`src/rtl/clock_pkg.sv`:
```
// Shared definitions for the timekeeper UI sequencer: mode encoding, BCD limits
// and field-select values.
package clock_pkg;

    typedef enum logic [2:0] {
        ST_RUN    = 3'd0,
        ST_T_HOUR = 3'd1,
        ST_T_MIN  = 3'd2,
        ST_A_HOUR = 3'd3,
        ST_A_MIN  = 3'd4
    } state_t;

    localparam logic [7:0] HOUR_MIN  = 8'h01;
    localparam logic [7:0] HOUR_MAX  = 8'h12;
    localparam logic [7:0] MIN_MAX   = 8'h59;
    localparam logic [3:0] DIGIT_MAX = 4'h9;

    localparam logic FIELD_HOUR = 1'b0;
    localparam logic FIELD_MIN  = 1'b1;

endpackage

```
`src/rtl/btn_debounce.sv`:
```
// Two-flop synchronizer plus stability counter for an active-low pushbutton;
// emits a one-cycle press pulse on each accepted press, nothing on release.
module btn_debounce #(
    parameter int DEBOUNCE_CYCLES = 1000000
) (
    input  logic clk,
    input  logic rst,
    input  logic btn_n,
    output logic press
);

    localparam int CW = $clog2(DEBOUNCE_CYCLES + 1);
    localparam logic [CW-1:0] CNT_LAST = CW'(DEBOUNCE_CYCLES - 1);

    logic          sync1_q, sync1_d;
    logic          sync2_q, sync2_d;
    logic          level_q, level_d;
    logic          press_q, press_d;
    logic [CW-1:0] cnt_q, cnt_d;

    always_comb begin
        sync1_d = btn_n;
        sync2_d = sync1_q;
        level_d = level_q;
        press_d = 1'b0;
        cnt_d   = '0;
        // Any sample equal to the accepted level restarts the stability count.
        if (sync2_q != level_q) begin
            if (cnt_q == CNT_LAST) begin
                level_d = sync2_q;
                press_d = ~sync2_q;
            end else begin
                cnt_d = cnt_q + 1'b1;
            end
        end
    end

    always_ff @(posedge clk) begin
        if (rst) begin
            sync1_q <= 1'b1;
            sync2_q <= 1'b1;
            level_q <= 1'b1;
            press_q <= 1'b0;
            cnt_q   <= '0;
        end else begin
            sync1_q <= sync1_d;
            sync2_q <= sync2_d;
            level_q <= level_d;
            press_q <= press_d;
            cnt_q   <= cnt_d;
        end
    end

    assign press = press_q;

endmodule

```
`src/rtl/clock_mode_ctrl.sv`:
```
// Button-driven mode sequencer for the 12-hour BCD timekeeper; writes only
// range-checked BCD values with a one-cycle active-low SET strobe.
module clock_mode_ctrl
    import clock_pkg::*;
#(
    parameter int DEBOUNCE_CYCLES = 1000000,
    parameter int TIMEOUT_CYCLES  = 500000000
) (
    input  logic       CLK,
    input  logic       RST,
    input  logic       BTN_MODE,
    input  logic       BTN_SET,
    input  logic [7:0] SW_IN,
    output logic       TS_STATE,
    output logic       AS_STATE,
    output logic       SWITCH,
    output logic       SET,
    output logic [7:0] SW_OUT,
    output logic       ERR
);

    localparam int TW = $clog2(TIMEOUT_CYCLES + 1);
    localparam logic [TW-1:0] TMR_LAST = TW'(TIMEOUT_CYCLES - 1);

    state_t        state_q, state_d;
    logic          commit_q, commit_d;
    logic          set_n_q, set_n_d;
    logic [7:0]    sw_out_q, sw_out_d;
    logic          err_q, err_d;
    logic          ts_q, ts_d;
    logic          as_q, as_d;
    logic          switch_q, switch_d;
    logic [TW-1:0] timer_q, timer_d;

    logic mode_press, set_press;
    logic field_sel, hour_ok, min_ok, entry_ok, in_edit;

    btn_debounce #(.DEBOUNCE_CYCLES(DEBOUNCE_CYCLES)) u_db_mode (
        .clk   (CLK),
        .rst   (RST),
        .btn_n (BTN_MODE),
        .press (mode_press)
    );

    btn_debounce #(.DEBOUNCE_CYCLES(DEBOUNCE_CYCLES)) u_db_set (
        .clk   (CLK),
        .rst   (RST),
        .btn_n (BTN_SET),
        .press (set_press)
    );

    // Ones digit must be decimal; the range compares then cover the tens digit.
    assign hour_ok   = (SW_IN[3:0] <= DIGIT_MAX) && (SW_IN >= HOUR_MIN) && (SW_IN <= HOUR_MAX);
    assign min_ok    = (SW_IN[3:0] <= DIGIT_MAX) && (SW_IN <= MIN_MAX);
    assign field_sel = (state_q == ST_T_MIN || state_q == ST_A_MIN) ? FIELD_MIN : FIELD_HOUR;
    assign entry_ok  = (field_sel == FIELD_MIN) ? min_ok : hour_ok;
    assign in_edit   = (state_q != ST_RUN);

    always_comb begin
        state_d  = state_q;
        commit_d = 1'b0;
        set_n_d  = 1'b1;
        sw_out_d = sw_out_q;
        err_d    = err_q;
        timer_d  = timer_q;
        if (commit_q) begin
            // Strobe cycle: presses are dropped, state advances as SET rises.
            timer_d = '0;
            case (state_q)
                ST_T_HOUR: state_d = ST_T_MIN;
                ST_A_HOUR: state_d = ST_A_MIN;
                default:   state_d = ST_RUN;
            endcase
        end else if (mode_press) begin
            err_d   = 1'b0;
            timer_d = '0;
            case (state_q)
                ST_RUN:              state_d = ST_T_HOUR;
                ST_T_HOUR, ST_T_MIN: state_d = ST_A_HOUR;
                default:             state_d = ST_RUN;
            endcase
        end else if (set_press) begin
            err_d   = 1'b0;
            timer_d = '0;
            if (in_edit) begin
                if (entry_ok) begin
                    sw_out_d = SW_IN;
                    set_n_d  = 1'b0;
                    commit_d = 1'b1;
                end else begin
                    err_d = 1'b1;
                end
            end
        end else if (in_edit) begin
            if (timer_q == TMR_LAST) begin
                state_d = ST_RUN;
                err_d   = 1'b0;
                timer_d = '0;
            end else begin
                timer_d = timer_q + 1'b1;
            end
        end
        ts_d     = (state_d == ST_T_HOUR) || (state_d == ST_T_MIN);
        as_d     = (state_d == ST_A_HOUR) || (state_d == ST_A_MIN);
        switch_d = (state_d == ST_T_MIN) || (state_d == ST_A_MIN);
    end

    always_ff @(posedge CLK) begin
        if (RST) begin
            state_q  <= ST_RUN;
            commit_q <= 1'b0;
            set_n_q  <= 1'b1;
            sw_out_q <= 8'h00;
            err_q    <= 1'b0;
            ts_q     <= 1'b0;
            as_q     <= 1'b0;
            switch_q <= 1'b0;
            timer_q  <= '0;
        end else begin
            state_q  <= state_d;
            commit_q <= commit_d;
            set_n_q  <= set_n_d;
            sw_out_q <= sw_out_d;
            err_q    <= err_d;
            ts_q     <= ts_d;
            as_q     <= as_d;
            switch_q <= switch_d;
            timer_q  <= timer_d;
        end
    end

    assign TS_STATE = ts_q;
    assign AS_STATE = as_q;
    assign SWITCH   = switch_q;
    assign SET      = set_n_q;
    assign SW_OUT   = sw_out_q;
    assign ERR      = err_q;

endmodule

```
`config.mk`:
```
export PLATFORM = sky130hd
export DESIGN_NAME = clock_mode_ctrl
export DESIGN_NICKNAME = d
export VERILOG_FILES = /design/src/rtl/clock_pkg.sv /design/src/rtl/btn_debounce.sv /design/src/rtl/clock_mode_ctrl.sv
export SDC_FILE = /design/constraint.sdc
export NUM_CORES = 1
export LEC_CHECK = 0
export CAP_MARGIN = 20
export CORE_ASPECT_RATIO = 0.7
export CORE_UTILIZATION = 40
export DETAILED_ROUTE_END_ITERATION = 8
export GPL_ROUTABILITY_DRIVEN = 0
export GPL_TIMING_DRIVEN = 0
export PLACE_DENSITY_LB_ADDON = 0.25
export SYNTH_ARGS = -nofsm -noshare
export SYNTH_HDL_FRONTEND = slang
export SYNTH_SLANG_ARGS = --single-unit
export TNS_END_PERCENT = 100
```
`constraint.sdc`:
```
create_clock -name CLK -period 3.5 [get_ports CLK]
set_input_delay 1.05 -clock CLK [delete_from_list [all_inputs] [get_ports CLK]]
set_output_delay 1.05 -clock CLK [all_outputs]
set_load 0.05 [all_outputs]
```
# --- Word level (Yosys, flattened, before mapping) ---
# Index checks and enable logic that the tools add are counted.
word_totals:
  regBits: 94
  output_inout_bits: 13
  wordCells: 88
op_classes:
  addsub: 3
  n_lt_le_gt_ge: 4
  eq_ne: 13
  n_mux: 17
  bitwise: 10
  n_reduce_logical: 22
ops:
  columns: ["op", "n"]
  rows:
  - ["adder 20 x 1 -> 20 bit, second input constant", 2]
  - ["equality test 20 bit, second input constant", 2]
  - ["adder 29 x 1 -> 29 bit, second input constant", 1]
  - ["equality test 29 bit, second input constant", 1]
  - ["2-to-1 mux 29 bit", 1]
  - ["2-to-1 mux 3 bit", 5]
  - ["equality test 3 x 2 -> 1 bit, second input constant", 4]
  - ["OR reduction 3 bit", 4]
  - ["inverter 1 bit", 10]
  - ["2-to-1 mux 1 bit", 9]
  - ["nonzero test 3 bit", 3]
  - ["greater-or-equal comparator 8 x 1 -> 1 bit, second input constant", 1]
  - ["<= comparator 8 x 5 -> 1 bit, second input constant", 1]
  - ["<= comparator 8 x 7 -> 1 bit, second input constant", 1]
  - ["equality test 3 x 1 -> 1 bit, second input constant", 2]
  - ["equality test 3 bit, second input constant", 2]
  - ["one-hot mux 3 bit (2 select lines)", 1]
  - ["AND reduction 5 bit", 1]
  - ["OR reduction 5 bit", 1]
  - ["<= comparator 4 bit, second input constant", 1]
  - ["logical OR 1 bit", 4]
  - ["one-hot mux 2 bit (2 select lines)", 1]
  - ["AND reduction 2 bit", 2]
  - ["OR reduction 4 bit", 1]
  - ["5 further kinds", 8]

# --- Depth between registers and ports, before layout ---
# Gate-level depths: netlist of the first run.
logic_depth:
  depth_word: 8
  mapped_depth: 8
  depth_no_buf: 6

# --- Cells and area by module ---
# A second synthesis of the first run with hierarchy kept.
unflattened:
  cells_unflattened: 469
  hier_area_um2: 4210.3
by_module_without_submodules:
  columns: ["module", "n_inst", "cells_per_inst", "area_per_inst_um2", "seq_area_each_um2"]
  rows:
  - ["btn_debounce", 2, 117, 1061.0, 480.5]
  - ["clock_mode_ctrl", 1, 235, 2088.3, 920.9]

# --- Worst setup path after synthesis of the first run ---
# No wires, ideal clock.
synth_timing:
  path_type: "input to register"
  startpoint: "input port SW_IN[1]"
  endpoint: "register sw_out_q[0] (netlist: SW_OUT[0])"
  setup_time_ns: 0.072
  arrival_time_ns: 2.606
  t_required_ns: 3.428
  slack_ns: 0.822
  cell_stages: 5
  n_path_buf: 0
  cell_sequence: "a211o_1 > a221oi_2 > a21oi_2 > a2111oi_4 > mux2i_1"
synth_via:
  elab_chain_cells: 5
synth_lines:
  columns: ["element", "line", "rtl"]
  rows:
  - ["from (decl)", "clock_mode_ctrl.sv:13", "input logic [7:0] SW_IN,"]
  - ["greater-or-equal comparator 8 x 1 -> 1 bit / <= comparator 4 bit (equally long branches)", "clock_mode_ctrl.sv:53, clock_mode_ctrl.sv:54", null]
  - ["logical AND 1 bit (2 in a row)", "clock_mode_ctrl.sv:53", "assign hour_ok = (SW_IN[3:0] <= DIGIT_MAX) && (SW_IN >= HOUR_MIN) && (SW_IN <= HOUR_MAX);"]
  - ["2-to-1 mux 1 bit *", "clock_mode_ctrl.sv:56", "assign entry_ok = (field_sel == FIELD_MIN) ? min_ok : hour_ok;"]
  - ["AND reduction 5 bit (no source line) *", null, null]
  - ["to (signal assigned)", "clock_mode_ctrl.sv:123", "sw_out_q <= sw_out_d;"]
  - ["to (decl)", "clock_mode_ctrl.sv:28", "logic [7:0] sw_out_q, sw_out_d;"]
# Every way passes the cells marked *; elsewhere a longest branch is shown, timed or not.
# A chain may end at the register's enable or synchronous reset.

# --- Worst setup path in the final report of the first run ---
layout_timing:
  startpoint: "input port SW_IN[3]"
  endpoint: "register sw_out_q[5] (netlist: SW_OUT[5])"
# The elaborated chain is that of the path after synthesis.

==> results.sh, run 1 <==
export IMPL_timing_rr_start="u_db_mode.cnt_q[0]$_SDFF_PP0_"
export IMPL_fmax_ghz=0.315
export IMPL_worst_path_max_fanout=10
export IMPL_ios=25
export IMPL_synth_edf_count=0
export IMPL_critical_path_class="input pin to register"
export IMPL_die_area_um2=10800
export IMPL_syn_nets=479
export IMPL_syn2layout_area_growth_pct=16.8
export IMPL_via_count=3213
export IMPL_overflow=0
export IMPL_fin_crit_sh_pct=90.8
export IMPL_die_y_um=87.4
export IMPL_first_pass_iters=4
export IMPL_cts_hold_buffers=0
export IMPL_startpoint_type="input pin"
export IMPL_drv_cap=0
export IMPL_min_path_cells=1
export IMPL_num_rows=30
export IMPL_ys_flop_type="dfxtp_1"
export IMPL_yosysTopAreaCellShare_pct=45.1
export IMPL_cts_buffers=9
export IMPL_hold_end="u_db_set.sync2_q$_SDFF_PP1_"
export IMPL_power_density_nw_per_um2=434
export IMPL_initial_core_util_pct=42.1
export IMPL_core_um2=9910
export IMPL_rsz0062_at_grt="false"
export IMPL_cts_buffer_depth=2
export IMPL_r2r_end="u_db_mode.cnt_q[17]$_SDFF_PP0_"
export IMPL_max_vdd_ir_drop_mv=0.248
export IMPL_rr_worst_depth=6
export IMPL_synth_most_common_cell="dfxtp_1"
export IMPL_end_kind="register"
export IMPL_cts_resized=0
export IMPL_period_needed_ps=3180
export IMPL_final_layout_size_suffix_gt1_share_pct=6.55
export IMPL_post_synth_most_frequent_cells="94 x dfxtp_1, 83 x nor2_1, 37 x xnor2_1"
export IMPL_cp_required_ps=3770
export IMPL_clock_latency_ps=350
export IMPL_die_w_um=124
export IMPL_track_usage_pct=16.9
export IMPL_finalHoldViolCount=0
export IMPL_htreeDepth=3
export IMPL_synth_distinct_cells=50
export IMPL_clkTransAtPathRegs_ps=70
export IMPL_async_flop_share_pct=0
export IMPL_post_route_drc_count=0
export IMPL_fin_ws_ps=323
export IMPL_avgSynthCellArea_um2=8.98
export IMPL_ant_nets=0
export IMPL_root_buffer="clkbuf_16"
export IMPL_finClkSkew_ps=5.63
export IMPL_port_buffers=24
export IMPL_yosysSeqAreaShare_pct=45.1
export IMPL_wl_mm=8.32
export IMPL_power_w=0.00211
export IMPL_yosys_top_cells_area="dfxtp_1 45%, xnor2_1 7.8%, nor2_1 7.5%"
export IMPL_dp_hpwl_mm=5.87
export IMPL_hp_class="register to register"
export IMPL_critPathArrivalTime_ps=3450
export IMPL_setup_viol=0
export IMPL_fin_nets=514
export IMPL_n_antenna_cell=0
export IMPL_nFillCells=931
export IMPL_min_from="u_db_set.sync1_q$_SDFF_PP1_"
export IMPL_drtIter0Drc=192
export IMPL_tightest_slew_ps=1010
export IMPL_drv_slew=0
export IMPL_postCtsSetupBuffers=0
export IMPL_p_leak_nw=1.56
export IMPL_syn_area_um2=4170
export IMPL_via_per_inst=5.08
export IMPL_ys_ff_latch=94
export IMPL_antenna_found_initial=0
export IMPL_grt_pass1_wl_mm=14.1
export IMPL_grt_pass1_vias=2962
export IMPL_yosysTopAreaCell="dfxtp_1"
export IMPL_post_drt_wl_per_cell_um=13.2
export IMPL_pre_cts_ws_ps=-34.7
export IMPL_reg2reg_slack_ps=1140
export IMPL_cts_tree="built"
export IMPL_synth_warnings=0
export IMPL_synthCells=464
export IMPL_cts_sinks=94
export IMPL_status="finished, final reports clean"
export IMPL_slew_headroom_pct=31.9
export IMPL_grt_max_degree=16
-- layout make-up --
| type | count | area [um^2] | area share [%] |
|---|---|---|---|
| plain buffers | 12 | 47.5 | 0.976 |
| clock buffers | 11 | 243 | 4.98 |
| clock inverters | 5 | 58.8 | 1.21 |
| inverters | 14 | 52.6 | 1.08 |
| multi-input cells | 344 | 2190 | 44.9 |
| flip-flops and latches | 94 | 1880 | 38.6 |
| well taps | 128 | 160 | 3.29 |
| repair buffers | 24 | 240 | 4.93 |
-- kinds of logic after synthesis --
group,count (synthesis),synth area share (%)
flip-flops,94,45.1
AND/OR/NAND/NOR,236,29.7
buffers and inverters,26,2.40
AO/OA/AOI/OAI,35,6.90
XOR/XNOR,62,13.0
adder cells (fa/ha/maj),3,0.900
multiplexers,8,1.92
-- critical path, stage by stage --
cell and delay [ps]:
clkdlybuf4s50_1 560, a211o_1 310, a221oi_2 340, a21oi_2 120, a2111oi_4 780, mux2i_1 280
-- stage by stage --
step / instance area (um^2) / hold slack, ps / instances / setup TNS [ps] / utilization (%)
after floorplan: 4170 / 389 / 464 / 0 / -
after global placement: 4570 / 392 / 616 / 0 / 46.1
after detailed placement: 4570 / 400 / 616 / -34.7 / 46.1
after CTS: 4870 / 415 / 632 / 0 / 49.2
after global routing: 4870 / 437 / 632 / 0 / 49.2
final: 4870 / 411 / 632 / 0 / 49.2
-- placed cells by master, fill, tap and decap left out, types with 13 or more instances in the layout --
cell,instances
nand3_1,26
nand2_1,22
nor2_1,83
xor2_1,25
xnor2_1,37
dfxtp_1,94
nand4_1,13
clkdlybuf4s50_1,24
inv_1,14
nand2b_1,16
-- power breakdown --
| part | internal, W | leakage (nW) | switching (W) |
|---|---|---|---|
| Clock | 0.000573 | 0.142 | 0.000416 |
| Combinational | 0.0000231 | 0.662 | 0.0000276 |
| Sequential | 0.00107 | 0.758 | 0.00000176 |
| Total | 0.00167 | 1.56 | 0.000445 |
-- state kept, by name (all words and copies together) (netlist names), 3 cells and up --
| register | flops |
|---|---|
| u_db_mode.cnt_q | 20 |
| timer_q | 29 |
| u_db_set.cnt_q | 20 |
| state_q | 3 |
| SW_OUT | 8 |
-- worst max-delay path by stage --
stage,start,to
after global routing,SW_IN[3],SW_OUT[0]$_SDFFE_PP0P_
after global placement,SW_IN[3],SW_OUT[0]$_SDFFE_PP0P_
final,SW_IN[3],SW_OUT[5]$_SDFFE_PP0P_
after floorplan,SW_IN[1],SW_OUT[0]$_SDFFE_PP0P_
after detailed placement,SW_IN[3],SW_OUT[0]$_SDFFE_PP0P_
after CTS,SW_IN[3],SW_OUT[0]$_SDFFE_PP0P_
-- metal layers --
metal  global-route usage, %  vias to the layer above  share of wire [%]
met2                    25.0                       34                 42
met5                       0                        -                  0
met4                    5.52                        0                1.2
met1                    23.2                     1499                 53
met3                    5.56                       11                3.6
li1                        -                     1669                  -
No activity file was read; power rests on OpenSTA's default activity.
==> inputs of run 2 (changes only) <==
--- a/config.mk
+++ b/config.mk
@@ -7,5 +7,4 @@
 export LEC_CHECK = 0
 export CAP_MARGIN = 20
-export CORE_ASPECT_RATIO = 0.7
 export CORE_UTILIZATION = 40
 export DETAILED_ROUTE_END_ITERATION = 8
@@ -15,4 +14,5 @@
 export SYNTH_ARGS = -nofsm -noshare
 export SYNTH_HDL_FRONTEND = slang
+export SYNTH_HIERARCHICAL = 1
 export SYNTH_SLANG_ARGS = --single-unit
 export TNS_END_PERCENT = 100
==> constraint.sdc (replaced) <==
create_clock -name CLK -period 3.5 [get_ports CLK]
set_input_delay 0.875 -clock CLK [delete_from_list [all_inputs] [get_ports CLK]]
set_output_delay 0.875 -clock CLK [all_outputs]
set_load 0.05 [all_outputs]
==> results.sh, run 2 <==
export IMPL_status="finished, final reports clean"
export IMPL_finClkSkew_ps=14.5
export IMPL_die_area_um2=10900
export IMPL_fin_nets=519
export IMPL_nFillCells=1015
export IMPL_hold_end="u_db_mode/sync2_q$_SDFF_PP1_"
export IMPL_async_flop_share_pct=0
export IMPL_drtIter0Drc=126
export IMPL_critical_path_class="input pin to register"
export IMPL_rsz0062_at_grt="false"
export IMPL_drv_slew=0
export IMPL_die_w_um=105
export IMPL_clock_latency_ps=370
export IMPL_cp_required_ps=3740
export IMPL_htreeDepth=3
export IMPL_wl_mm=8.19
export IMPL_end_kind="register"
export IMPL_overflow=0
export IMPL_place_area_um2=4620
export IMPL_min_path_cells=1
export IMPL_port_buffers=24
export IMPL_reg2reg_slack_ps=1070
export IMPL_via_count=3362
export IMPL_ys_flop_type="dfxtp_1"
export IMPL_initial_core_util_pct=41.0
export IMPL_n_antenna_cell=0
export IMPL_hp_class="register to register"
export IMPL_grt_max_degree=17
export IMPL_final_core_utilization_pct=46.9
export IMPL_min_from="u_db_mode/sync1_q$_SDFF_PP1_"
export IMPL_ys_ff_latch=94
export IMPL_syn2layout_area_growth_pct=14.4
export IMPL_fmax_ghz=0.335
export IMPL_setup_viol=0
export IMPL_post_drt_wl_per_cell_um=12.7
export IMPL_yosysTopAreaCellShare_pct=44.7
export IMPL_cts_resized=0
export IMPL_track_usage_pct=16.2
export IMPL_via_per_inst=5.21
export IMPL_synth_warnings=6
export IMPL_num_rows=37
export IMPL_final_common_cell="dfxtp_1"
export IMPL_timing_rr_start="timer_q[0]$_SDFFE_PP0N_"
export IMPL_largest_reg_flops=29
export IMPL_dp_hpwl_mm=5.89
export IMPL_slew_headroom_pct=43.0
export IMPL_worst_path_max_fanout=9
export IMPL_layout_common_cells="94 x dfxtp_1, 79 x nor2_1, 34 x xor2_1"
export IMPL_tightest_slew_ps=847
export IMPL_cts_sinks=94
export IMPL_grt_pass1_vias=3219
export IMPL_yosys_top_cells_area="dfxtp_1 45%, xor2_1 7.1%, nor2_1 7.0%"
export IMPL_yosysTopAreaCell="dfxtp_1"
export IMPL_r2r_end="timer_q[21]$_SDFFE_PP0N_"
export IMPL_top_register="timer_q"
export IMPL_post_synth_most_frequent_cells="94 x dfxtp_1, 79 x nor2_1, 34 x xor2_1"
export IMPL_power_density_nw_per_um2=382
export IMPL_final_setup_tns_ps=0
export IMPL_antenna_found_initial=0
export IMPL_rr_worst_depth=9
export IMPL_yosysSeqAreaShare_pct=44.7
export IMPL_finalHoldViolCount=0
export IMPL_post_route_drc_count=0
export IMPL_final_layout_size_suffix_gt1_share_pct=8.06
export IMPL_synth_distinct_cells=47
export IMPL_synthCells=469
export IMPL_synth_edf_count=0
export IMPL_critPathArrivalTime_ps=3220
export IMPL_syn_nets=484
export IMPL_root_buffer="clkbuf_8"
export IMPL_cts_tree="built"
export IMPL_ios=25
export IMPL_core_um2=10300
export IMPL_cts_buffer_depth=2
export IMPL_reg_top3="timer_q (29), u_db_mode/cnt_q (20), u_db_set/cnt_q (20)"
export IMPL_finish_instance_area_um2=4820
export IMPL_die_y_um=105
export IMPL_synth_most_common_cell="dfxtp_1"
export IMPL_period_needed_ps=2980
export IMPL_syn_area_um2=4210
export IMPL_avgSynthCellArea_um2=8.98
export IMPL_ant_nets=0
export IMPL_multi_input_area_um2=2200
export IMPL_seqCellArea_um2=1880
export IMPL_postCtsSetupBuffers=0
export IMPL_fin_crit_sh_pct=85.2
export IMPL_fin_ws_ps=518
export IMPL_cts_buffers=9
export IMPL_drv_cap=0
export IMPL_cts_hold_buffers=0
export IMPL_grt_pass1_wl_mm=14.5
export IMPL_max_vdd_ir_drop_mv=0.228
export IMPL_p_leak_nw=1.54
export IMPL_clkTransAtPathRegs_ps=100
export IMPL_pre_cts_ws_ps=115
export IMPL_power_w=0.00184
export IMPL_startpoint_type="input pin"
export IMPL_first_pass_iters=4
run 2: cell count changes after synthesis, moves of 6 or more:
cell / previous run / this run
xor2_1: 25 / 34
and4_1: 5 / 11
nand4_1: 13 / 25
xnor2_1: 37 / 24
inv_1: 14 / 7
or4_1: 1 / 8
o21ai_0: 5 / 13
a21oi_1: 9 / 15
nand2b_1: 16 / 2
run 2: cell families after synthesis:
| logic type | Yosys count | share of synthesized area, % |
|---|---|---|
| AND/OR/NAND/NOR | 232 | 29.3 |
| flip-flops | 94 | 44.7 |
| XOR/XNOR | 58 | 12.1 |
| AO/OA/AOI/OAI | 48 | 7.76 |
| buffers and inverters | 25 | 3.12 |
| multiplexers | 9 | 2.14 |
| adder cells (fa/ha/maj) | 3 | 0.892 |
run 2: worst max-delay path: stages:
cell and delay, ps:
clkdlybuf4s50_1 530, a211o_1 280, a221oi_1 290, a21oi_1 160, a2111oi_4 760, mux2i_1 280
nor2_1 50
run 2: stage by stage:
step | cells | hold WS [ps]
2_1_floorplan | 469 | 389
3_3_place_gp | 629 | 397
3_5_place_dp | 629 | 397
4_1_cts | 645 | 418
5_1_grt | 645 | 428
6_report | 645 | 411
run 2: power breakdown:
part	internal, W	switching, W	total [W]
logic	0.0000203	0.0000235	0.0000438
clock network	0.000334	0.000391	0.000725
registers	0.00107	0.00000161	0.00107
run 2: layout make-up:
cell class,instances,area share [%]
multi-input cells,350,45.6
flip-flops and latches,94,39.1
repair buffers,24,4.99
well taps,136,3.53
clock buffers,10,2.65
plain buffers,17,2.10
clock inverters,6,1.45
inverters,8,0.623
run 2: how the worst max path moves through the flow:
stage | start | end | slack, ps | depth (start not counted)
2_1_floorplan | SW_IN[1] | SW_OUT[0]$_SDFFE_PP0P_ | 870 | 6
3_3_place_gp | SW_IN[3] | SW_OUT[5]$_SDFFE_PP0P_ | 160 | 7
3_5_place_dp | SW_IN[3] | SW_OUT[3]$_SDFFE_PP0P_ | 110 | 7
4_1_cts | SW_IN[3] | SW_OUT[3]$_SDFFE_PP0P_ | 510 | 7
5_1_grt | SW_IN[3] | SW_OUT[3]$_SDFFE_PP0P_ | 350 | 7
6_report | SW_IN[3] | SW_OUT[3]$_SDFFE_PP0P_ | 520 | 7
run 2: metal layers:
| layer | part of all wire, % | GRT usage, % | vias up |
|---|---|---|---|
| li1 | - | - | 1733 |
| met1 | 49 | 20.0 | 1592 |
| met2 | 47 | 26.9 | 31 |
| met3 | 2.9 | 4.99 | 6 |
| met4 | 0.93 | 4.93 | 0 |
| met5 | 0 | 0 | - |
